==> src/rtl/zio_strobe.sv <==
// Z80 I/O strobe generator: porthit decode, control-line synchronisers and one-fclk rd/wr strobes.
// Build option: define ZIO_INTACK_EN to emit int_ack pulses and latch the address on INTA cycles.
module zio_strobe #(
  parameter int unsigned SYNC_STAGES = 2,
  parameter logic [15:0] HIT0_MASK   = 16'h0001,
  parameter logic [15:0] HIT0_VAL    = 16'h0000,
  parameter logic [15:0] HIT1_MASK   = 16'hC002,
  parameter logic [15:0] HIT1_VAL    = 16'h4000
) (
  input  logic        fclk,
  input  logic        rst,
  input  logic        iorq_n,
  input  logic        rd_n,
  input  logic        wr_n,
  input  logic        m1_n,
  input  logic [15:0] a,
  input  logic [7:0]  d,
  output logic        porthit,
  output logic        port_rd,
  output logic        port_wr,
  output logic        port_hit_q,
  output logic [15:0] port_addr,
  output logic [7:0]  port_wdata,
  output logic        busy,
  output logic        int_ack
);

  localparam int unsigned LastStage = SYNC_STAGES - 1;
  localparam logic [2:0]  ArmCycles = 3'(SYNC_STAGES);

  typedef enum logic [2:0] {StArm, StIdle, StRd, StWr, StAck} state_e;

  state_e      state_q, state_d;
  logic [2:0]  arm_cnt_q, arm_cnt_d;
  logic [3:0]  sync_q [SYNC_STAGES];
  logic        s_iorq, s_rd, s_wr, s_m1;
  logic        enter_rd, enter_wr;
  logic        port_rd_q, port_wr_q, hit_q;
  logic [15:0] addr_q;
  logic [7:0]  wdata_q;

  assign porthit = m1_n & (((a & HIT0_MASK) == HIT0_VAL) | ((a & HIT1_MASK) == HIT1_VAL));

  // Bit order in each stage: {m1_n, wr_n, rd_n, iorq_n}; reset to all-inactive.
  always_ff @(posedge fclk) begin
    if (rst) begin
      for (int unsigned i = 0; i < SYNC_STAGES; i++) sync_q[i] <= 4'hF;
    end else begin
      sync_q[0] <= {m1_n, wr_n, rd_n, iorq_n};
      for (int unsigned i = 1; i < SYNC_STAGES; i++) sync_q[i] <= sync_q[i-1];
    end
  end

  assign s_iorq = sync_q[LastStage][0];
  assign s_rd   = sync_q[LastStage][1];
  assign s_wr   = sync_q[LastStage][2];
  assign s_m1   = sync_q[LastStage][3];

  always_ff @(posedge fclk) begin
    if (rst) begin
      state_q   <= StArm;
      arm_cnt_q <= 3'd0;
    end else begin
      state_q   <= state_d;
      arm_cnt_q <= arm_cnt_d;
    end
  end

  // ARM first lets the reset-filled chain refill with real pin levels, so a cycle
  // already in progress at reset release is seen as such and skipped.
  always_comb begin
    state_d   = state_q;
    arm_cnt_d = arm_cnt_q;
    unique case (state_q)
      StArm: begin
        if (arm_cnt_q != ArmCycles) begin
          arm_cnt_d = arm_cnt_q + 3'd1;
        end else if (s_iorq) begin
          state_d = StIdle;
        end
      end
      StIdle: begin
        if (!s_iorq) begin
          if (s_m1 && !s_rd) begin
            state_d = StRd;
          end else if (s_m1 && !s_wr) begin
            state_d = StWr;
          end else if (!s_m1) begin
            state_d = StAck;
          end
        end
      end
      StRd, StWr, StAck: begin
        if (s_iorq) state_d = StIdle;
      end
      default: state_d = StArm;
    endcase
  end

  always_comb begin
    enter_rd = (state_q == StIdle) && (state_d == StRd);
    enter_wr = (state_q == StIdle) && (state_d == StWr);
    busy     = (state_q == StRd) || (state_q == StWr) || (state_q == StAck);
  end

  always_ff @(posedge fclk) begin
    if (rst) begin
      port_rd_q <= 1'b0;
      port_wr_q <= 1'b0;
      hit_q     <= 1'b0;
      addr_q    <= 16'h0000;
      wdata_q   <= 8'h00;
    end else begin
      port_rd_q <= enter_rd;
      port_wr_q <= enter_wr;
      if (enter_rd || enter_wr) begin
        addr_q <= a;
        hit_q  <= porthit;
      end
      if (enter_wr) wdata_q <= d;
`ifdef ZIO_INTACK_EN
      if ((state_q == StIdle) && (state_d == StAck)) addr_q <= a;
`endif
    end
  end

`ifdef ZIO_INTACK_EN
  logic int_ack_q;

  always_ff @(posedge fclk) begin
    if (rst) begin
      int_ack_q <= 1'b0;
    end else begin
      int_ack_q <= (state_q == StIdle) && (state_d == StAck);
    end
  end

  assign int_ack = int_ack_q;
`else
  assign int_ack = 1'b0;
`endif

  assign port_rd    = port_rd_q;
  assign port_wr    = port_wr_q;
  assign port_hit_q = hit_q;
  assign port_addr  = addr_q;
  assign port_wdata = wdata_q;

endmodule
==> config.mk <==
export PLATFORM = sky130hd
export DESIGN_NAME = zio_strobe
export DESIGN_NICKNAME = d
export VERILOG_FILES = /design/src/rtl/zio_strobe.sv
export SDC_FILE = /design/constraint.sdc
export NUM_CORES = 1
export LEC_CHECK = 0
export CORE_MARGIN = 4
export CORE_UTILIZATION = 35
export CTS_CLUSTER_SIZE = 28
export DETAILED_ROUTE_END_ITERATION = 7
export PLACE_DENSITY = 0.64
export SETUP_SLACK_MARGIN = 0.5
export SYNTH_ARGS = -nofsm -noshare
export SYNTH_HDL_FRONTEND = slang
export SYNTH_SLANG_ARGS = --single-unit
==> constraint.sdc <==
create_clock -name fclk -period 3.18 [get_ports fclk]
set_input_delay 0.318 -clock fclk [delete_from_list [all_inputs] [get_ports fclk]]
set_output_delay 0.318 -clock fclk [all_outputs]
set_load 0.02 [all_outputs]
==> impl_metrics.tcl, run 1 <==
set metrics [dict create \
    die_area_sq_um 6030 \
    cts_tree "built" \
    grt_max_degree 20 \
    min_period_ns 2.33 \
    dr.pass1.iters 4 \
    hp-class "flip-flop to flip-flop" \
    setup.worst_path.class "primary input to primary output" \
    post_route_cells_drive_above_1_share_pct 10.9 \
    crit_fanout 3 \
    yosysSeqAreaShare_pct 48.3 \
    initial_core_util_pct 36.0 \
    die_h_um 77.7 \
    wirelength_mm 4.02 \
    p_total_mw 1.06 \
    p_leak_nw 0.787 \
    clk_latency_ns 0.29 \
    netlist_instances 170 \
    grt_pass1_wl_mm 6.66 \
    via_count 1450 \
    crit_chain "clkdlybuf4s50_1 -> nor4bb_1 -> or2_2 -> clkdlybuf4s50_1" \
    track_usage_pct 13.6 \
    crit_arrival_ns 2.01 \
    routed_via_density 5.05 \
    cts_resized 0 \
    ys_ff_latch 41 \
    crit_family "buffers and inverters" \
    slew_headroom_pct 48.6 \
    power.internal_uw 765 \
    syn_nets 202 \
    route.detailed.drc 0 \
    switching_power_uw 296 \
    endpoint_kind "primary output" \
    syn_area_sq_um 1700 \
    synthArstFlopShare_pct 0 \
    fillers 472 \
    clockPowerShare_pct 30.5 \
    hold_buffers 0 \
    worst-path-stages 4 \
    power.density_nw_per_um2 451 \
    whs_path_depth 1 \
    antenna_found_initial 0 \
    synth_warnings 0 \
    cp_num_buf_inv 2 \
    vdd_ir_drop_max_mv 0.323 \
    hold_viol_final 0 \
    syn_to_final_growth_pct 38.4 \
    io_buffers 58 \
    drtAntennaViolNets 0 \
    post_cts_buffers 0 \
    fin_skew_ns 0.00852 \
    syn_area_per_cell_sq_um 9.99 \
    cts_made_buffers 5 \
    p_sw_share_pct 27.9 \
    clockRootBuffer "clkbuf_8" \
    grt_setup_unrepaired "false" \
    finalWorstSetupSlack_ns 0.852 \
    outcome "completed" \
    first_iter_violations 90 \
    cap_violations 0 \
    finalMaxSlewViolations 0 \
    whs_ns 0.410 \
    startpoint_type "primary input" \
    pwr-share-seq_pct 52.2 \
    crit_required_ns 2.86 \
    gp_congestion 0.738 \
    clk_path_buf_depth 2 \
    diodes 0 \
    yosys_most_used_dff "dfxtp_1" \
    grt_pass1_vias 1366 \
    comb_power_share_pct 17.3 \
    io_pins 60 \
    multi_input_area_sq_um 766 \
    cp_slowest_cell "clkdlybuf4s50_1" \
    fp.coreArea_sq_um 4720 \
    routedWlPerCell_um 14.0 \
    synth-edff-count 0 \
    nets 251 \
    rows 25 \
    worst_r2r_path_depth 3 \
    die_w_um 77.7 \
    grt_overflow 0 \
    synth.distinct_cells 34 \
    clock.fmax_mhz 430 \
    worst_slew_pin_slew_ns 0.771 \
    fin_crit_sh_pct 73.2 \
    finalSetupTns_ns 0 \
    regArea_sq_um 821 \
    setup_viol 0 \
    cpMostUsedCell "clkdlybuf4s50_1" \
    cts.sinks 41 \
    place_ws_ns 0.866 \
    clk_pin_slew_worst_paths_ns 0.07 \
    ctsHtreeMaxLevel 2 \
    place_hpwl_mm 2.70 \
    max_stage_delay_ns 0.60 \
]
[layout by cell type (no fill, tap or decap), types with 2 or more instances in the layout]
| master | netlist | routed |
|---|---|---|
| inv_1 | 3 | 3 |
| a21oi_1 | 23 | 23 |
| nor2b_1 | 3 | 3 |
| or2_2 | 9 | 9 |
| o21ai_0 | 3 | 3 |
| o31ai_1 | 17 | 17 |
| or3_1 | 3 | 3 |
| dfxtp_1 | 41 | 41 |
| nand4_1 | 16 | 16 |
| nor3_4 | 2 | 2 |
| clkbuf_8 | 0 | 5 |
| and2_1 | 3 | 3 |
| nor4_1 | 3 | 3 |
| a22o_1 | 8 | 8 |
| clkdlybuf4s50_1 | 0 | 58 |
| ha_1 | 2 | 2 |
| nor2_1 | 2 | 2 |
| nand2_1 | 2 | 2 |
| clkinv_2 | 0 | 2 |
[through the flow]
step                      instance area [sq um]  cells  util, %
after global placement                     2270    279     48.1
after CTS                                  2350    287     49.8
after detailed placement                   2270    279     48.1
after global routing                       2350    287     49.8
after floorplan                            1700    170        -
final                                      2350    287     49.8
[synth_stat cells (2+ instances only)]
cell type / number / area share, %
nor4_1: 3 / 1.1
a21oi_1: 23 / 6.8
clkbuf_1: 8 / 1.8
and2_1: 3 / 1.1
o21ai_0: 3 / 0.88
nor3_4: 2 / 1.9
or2_2: 9 / 3.3
nand4_1: 16 / 5.9
a22o_1: 8 / 4.1
buf_2: 3 / 0.88
nand2_1: 2 / 0.44
or3_1: 3 / 1.1
o31ai_1: 17 / 7.5
buf_6: 4 / 2.7
nor2_1: 2 / 0.44
nor2b_1: 3 / 1.1
dfxtp_1: 41 / 48
ha_1: 2 / 1.5
inv_1: 3 / 0.66
[final cells by class]
class / instances / area share, %
clock buffers: 6 / 3.09
clock inverters: 2 / 0.426
inverters: 3 / 0.479
multi-input cells: 109 / 32.6
flip-flops and latches: 41 / 34.9
well taps: 67 / 3.56
repair buffers: 59 / 25.0
[sequential cells by signal, summed over array words and instances, names as in the netlist]
signal      cells
arm_cnt_q       3
port_addr      16
port_hit_q      1
port_rd         1
port_wdata      8
port_wr         1
state_q         3
sync_q          8
[worst paths after layout]
check                                   from             to  slack, ns
worst max-delay path                    m1_n        porthit       0.85
worst min-delay path            sync_q[0][0]   sync_q[0][4]       0.41
worst max register to register    state_q[0]  port_wdata[5]       1.22
worst min register to register  sync_q[0][0]   sync_q[0][4]       0.41
[metal layers]
metal  share of wire (%)  GRT usage (%)  up-vias
li1                    -              -      732
met1                  45           17.1      668
met5                   0              0        -
met3                 7.5           4.99        5
met4                 1.4           5.34        0
met2                  46           21.2       45
[power by group through the flow]
stage / registers, mW / clock network, mW / logic (mW)
3_5_place_dp: 0.566 / 0 / 0.183
6_report: 0.554 / 0.323 / 0.184
2_1_floorplan: 0.559 / 0 / 0.134
3_3_place_gp: 0.566 / 0 / 0.182
5_1_grt: 0.559 / 0.360 / 0.204
4_1_cts: 0.555 / 0.336 / 0.184
[kinds of logic after synthesis]
group,after synthesis,synth area share [%]
other cells,1,0.221
fa+ha+maj,2,1.47
compound gates,55,21.6
buf+inv,20,6.63
simple gates,50,21.1
mux,1,0.663
flops,41,48.3
Power figures use the tool's default switching activity.
==> run 2, diff against run 1 <==
- clock period: 3.18 -> 2.4 ns (I/O delays scaled with it)
==> impl_metrics.tcl, run 2 (synthesis results as in run 1) <==
set metrics [dict create \
    post_route_cells_drive_above_1_share_pct 13.8 \
    grt_max_degree 20 \
    fillers 449 \
    vdd_ir_drop_max_mv 0.319 \
    min_period_ns 1.82 \
    endpoint_kind "primary output" \
    route.detailed.drc 0 \
    ctsHtreeMaxLevel 2 \
    grt_pass1_wl_mm 6.89 \
    max_stage_delay_ns 0.54 \
    fin_skew_ns 0.00571 \
    post_cts_buffers 0 \
    grt_pass1_vias 1427 \
    io_pins 60 \
    p_leak_nw 0.807 \
    cts.sinks 41 \
    finalMaxSlewViolations 0 \
    gp_congestion 0.746 \
    setup_viol 0 \
    cts_made_buffers 5 \
    nets 255 \
    layout_common_cells "clkdlybuf4s50_1, dfxtp_1, a21oi_1" \
    clk_pin_slew_worst_paths_ns 0.07 \
    track_usage_pct 13.9 \
    multi_input_area_sq_um 773 \
    diodes 0 \
    largest_reg_flops 16 \
    syn_to_final_growth_pct 40.6 \
    crit_arrival_ns 1.58 \
    power.density_nw_per_um2 591 \
    p_total_mw 1.41 \
    antenna_found_initial 0 \
    regArea_sq_um 825 \
    die_h_um 77.7 \
    dr.pass1.iters 4 \
    fp.coreArea_sq_um 4720 \
    worst_slew_pin_slew_ns 0.778 \
    routedWlPerCell_um 13.8 \
    routed_via_density 5.04 \
    finalSetupTns_ns 0 \
    setup.worst_path.class "flip-flop to primary output" \
    postPlaceCellArea_sq_um 2300 \
    hold_viol_final 0 \
    grt_setup_unrepaired "false" \
    rows 25 \
    crit_fanout 8 \
    crit_chain "mux2_2 -> clkdlybuf4s50_1" \
    clockRootBuffer "clkbuf_8" \
    grt_overflow 0 \
    place_hpwl_mm 2.76 \
    clk_latency_ns 0.28 \
    clk_path_buf_depth 2 \
    io_buffers 58 \
    cap_violations 0 \
    crit_required_ns 2.16 \
    cts_tree "built" \
    hp-class "flip-flop to flip-flop" \
    whs_ns 0.410 \
    slew_headroom_pct 48.1 \
    stdcell_area_sq_um 2390 \
    initial_core_util_pct 36.0 \
    mostFrequentLayoutCell "clkdlybuf4s50_1" \
    wirelength_mm 4.02 \
    drtAntennaViolNets 0 \
    startpoint_type "flip-flop" \
    first_iter_violations 82 \
    outcome "completed" \
    finalWorstSetupSlack_ns 0.576 \
    via_count 1467 \
    die_w_um 77.7 \
    place_ws_ns 0.277 \
    clock.fmax_mhz 548 \
    fin_crit_sh_pct 76.0 \
    die_area_sq_um 6030 \
    cp_slowest_cell "clkdlybuf4s50_1" \
]
run 2: worst paths after layout:
| path | start | endpoint | slack, ns | depth (start not counted) |
|---|---|---|---|---|
| setup reg to reg | sync_q[0][4] | port_wdata[2] | 0.68 | 3 |
| setup / recovery | state_q[2] | busy | 0.58 | 2 |
| hold / removal | sync_q[0][0] | sync_q[0][4] | 0.41 | 1 |
| hold reg to reg | sync_q[0][0] | sync_q[0][4] | 0.41 | 1 |
run 2: layout make-up:
cell class	instances	share of cell area (%)
clock buffers	8	3.35
inverters	3	0.471
multi-input cells	109	32.4
flip-flops and latches	41	34.5
well taps	67	3.51
repair buffers	63	25.8
run 2: timing repair:
item	in CTS	in global routing
hold endpoints to repair	0	0
resized for setup	5	1
hold buffers	0	0
endpoints found under the setup margin	2	2
run 2: where the power goes:
group	switching (mW)	internal, mW
logic	0.142	0.113
clock network	0.215	0.207
registers	0.0269	0.710
total	0.384	1.03
run 2: metrics by stage:
| step | cells | util (%) |
|---|---|---|
| 2_1_floorplan | 170 | - |
| 3_5_place_dp | 283 | 48.7 |
| 3_3_place_gp | 283 | 48.7 |
| 4_1_cts | 291 | 50.6 |
| 6_report | 291 | 50.6 |
| 5_1_grt | 291 | 50.6 |
run 2: worst max-delay path: cells and delay by family (launching register included):
| kind | cells | cell delay (ns) |
|---|---|---|
| buf+inv | 1 | 0.54 |
| flops | 1 | 0.41 |
| mux | 1 | 0.36 |
run 2: routing by layer:
metal / track usage [%] / up-vias / share of wire (%)
met1: 18.3 / 673 / 47
met3: 4.18 / 6 / 5.8
met5: 0 / - / 0
li1: - / 743 / -
met4: 4.27 / 0 / 1.4
met2: 21.7 / 45 / 46
==> run 3, diff against run 2 <==
- clock period: 2.4 -> 1.81 ns (I/O delays scaled with it)
==> impl_metrics.tcl, run 3 (synthesis results as in run 1) <==
set metrics [dict create \
    fp.coreArea_sq_um 4720 \
    grt_setup_unrepaired "true" \
    stdcell_area_sq_um 2680 \
    endpoint_kind "flip-flop" \
    diodes 0 \
    io_pins 60 \
    p_sw_share_pct 25.0 \
    power.internal_mw 1.72 \
    die_h_um 77.7 \
    post_layout_nonfiller_instances 307 \
    wirelength_mm 4.43 \
    routedWlPerCell_um 14.4 \
    pwr-share-seq_pct 42.2 \
    worst_slew_pin_slew_ns 0.574 \
    p_leak_nw 1.14 \
    crit_arrival_ns 1.59 \
    ctsHtreeMaxLevel 2 \
    hold_viol_final 0 \
    gp_congestion 0.745 \
    nets 271 \
    cts_made_buffers 5 \
    r2r_setup_slack_ns 0.40 \
    place_hpwl_mm 2.87 \
    crit_fanout 6 \
    finalWorstSetupSlack_ns 0.402 \
    min_period_ns 1.41 \
    track_usage_pct 15.1 \
    clock.fmax_mhz 710 \
    fin_crit_sh_pct 77.8 \
    fin_skew_ns 0.00664 \
    io_buffers 58 \
    comb_power_share_pct 20.4 \
    slew_headroom_pct 61.6 \
    crit_required_ns 1.99 \
    setup_viol 0 \
    clk_path_buf_depth 2 \
    final_util_pct 56.8 \
    route.detailed.drc 0 \
    power.density_nw_per_um2 854 \
    cap_violations 0 \
    rows 25 \
    clk_pin_slew_worst_paths_ns 0.08 \
    setup.worst_path.class "flip-flop to flip-flop" \
    whs_ns 0.188 \
    die_area_sq_um 6030 \
    dr.pass1.iters 4 \
    routed_via_density 5.12 \
    clk_latency_ns 0.29 \
    postPlaceCellArea_sq_um 2340 \
    place_ws_ns -0.192 \
    syn_to_final_growth_pct 58.0 \
    antenna_found_initial 0 \
    switching_power_uw 574 \
    mostFrequentLayoutCell "dfxtp_1" \
    largest_reg_flops 16 \
    first_iter_violations 55 \
    grt_pass1_vias 1574 \
    die_w_um 77.7 \
    post_route_cells_drive_above_1_share_pct 27.5 \
    outcome "completed" \
    clockRootBuffer "clkbuf_8" \
    drtAntennaViolNets 0 \
    layout_common_cells "dfxtp_1, dlygate4sd2_1, clkdlybuf4s50_1" \
    grt_pass1_wl_mm 7.36 \
    initial_core_util_pct 36.0 \
    grt_overflow 0 \
    cts_tree "built" \
    via_count 1572 \
    grt_max_degree 19 \
    hp-class "primary input to flip-flop" \
    vdd_ir_drop_max_mv 0.614 \
    startpoint_type "flip-flop" \
    post-place-cells 289 \
    finalMaxSlewViolations 0 \
    cts.sinks 41 \
    clockPowerShare_pct 37.4 \
]
[run 3: worst max-delay path: stages (launching register included)]
cell and delay (ns):
dfxtp_4 0.36, or3_4 0.40, bufbuf_16 0.28, o31ai_2 0.17, a21oi_1 0.09
[run 3: power by group through the flow]
stage	sequential [mW]	combinational (mW)	clock, mW
3_5_place_dp	0.996	0.354	0
2_1_floorplan	0.982	0.236	0
4_1_cts	0.965	0.406	0.886
6_report	0.967	0.467	0.858
5_1_grt	0.975	0.514	0.907
3_3_place_gp	0.994	0.346	0
[run 3: path summary, 6_finish.rpt]
path | start | cells after the start | to
setup / recovery | state_q[2] | 4 | port_addr[6]
hold / removal | a[14] | 3 | port_addr[14]
setup reg to reg | state_q[2] | 4 | port_addr[6]
hold reg to reg | sync_q[0][2] | 1 | sync_q[0][6]
[run 3: area by class of cell]
class                      count  area, sq um
multi-input combinational    109          848
clock inverter                 3         65.1
timing repair buffer          79          769
sequential                    41          837
inverter                       3         11.3
clock buffer                   5         68.8
tap                           67         83.8
fill                         432         2040
[run 3: what timing repair did]
item	4_1_cts	5_1_grt
gates resized for setup	56	20
setup endpoints to repair	59	35
buffers inserted	8	0
hold buffers	0	0
pin swaps	6	11
cloned	1	1
[run 3: per-stage QoR]
step | setup TNS [ns] | power (mW)
floorplan | 0 | 1.22
global placement | -0.177 | 1.34
detailed placement | -0.192 | 1.35
CTS | 0 | 2.26
global route | 0 | 2.40
finish | 0 | 2.29
[run 3: layer usage]
metal	part of all wire [%]	GRT usage [%]
met4	0.95	4.80
met1	44	19.0
met3	4.7	3.25
met5	0	0
met2	50	25.5
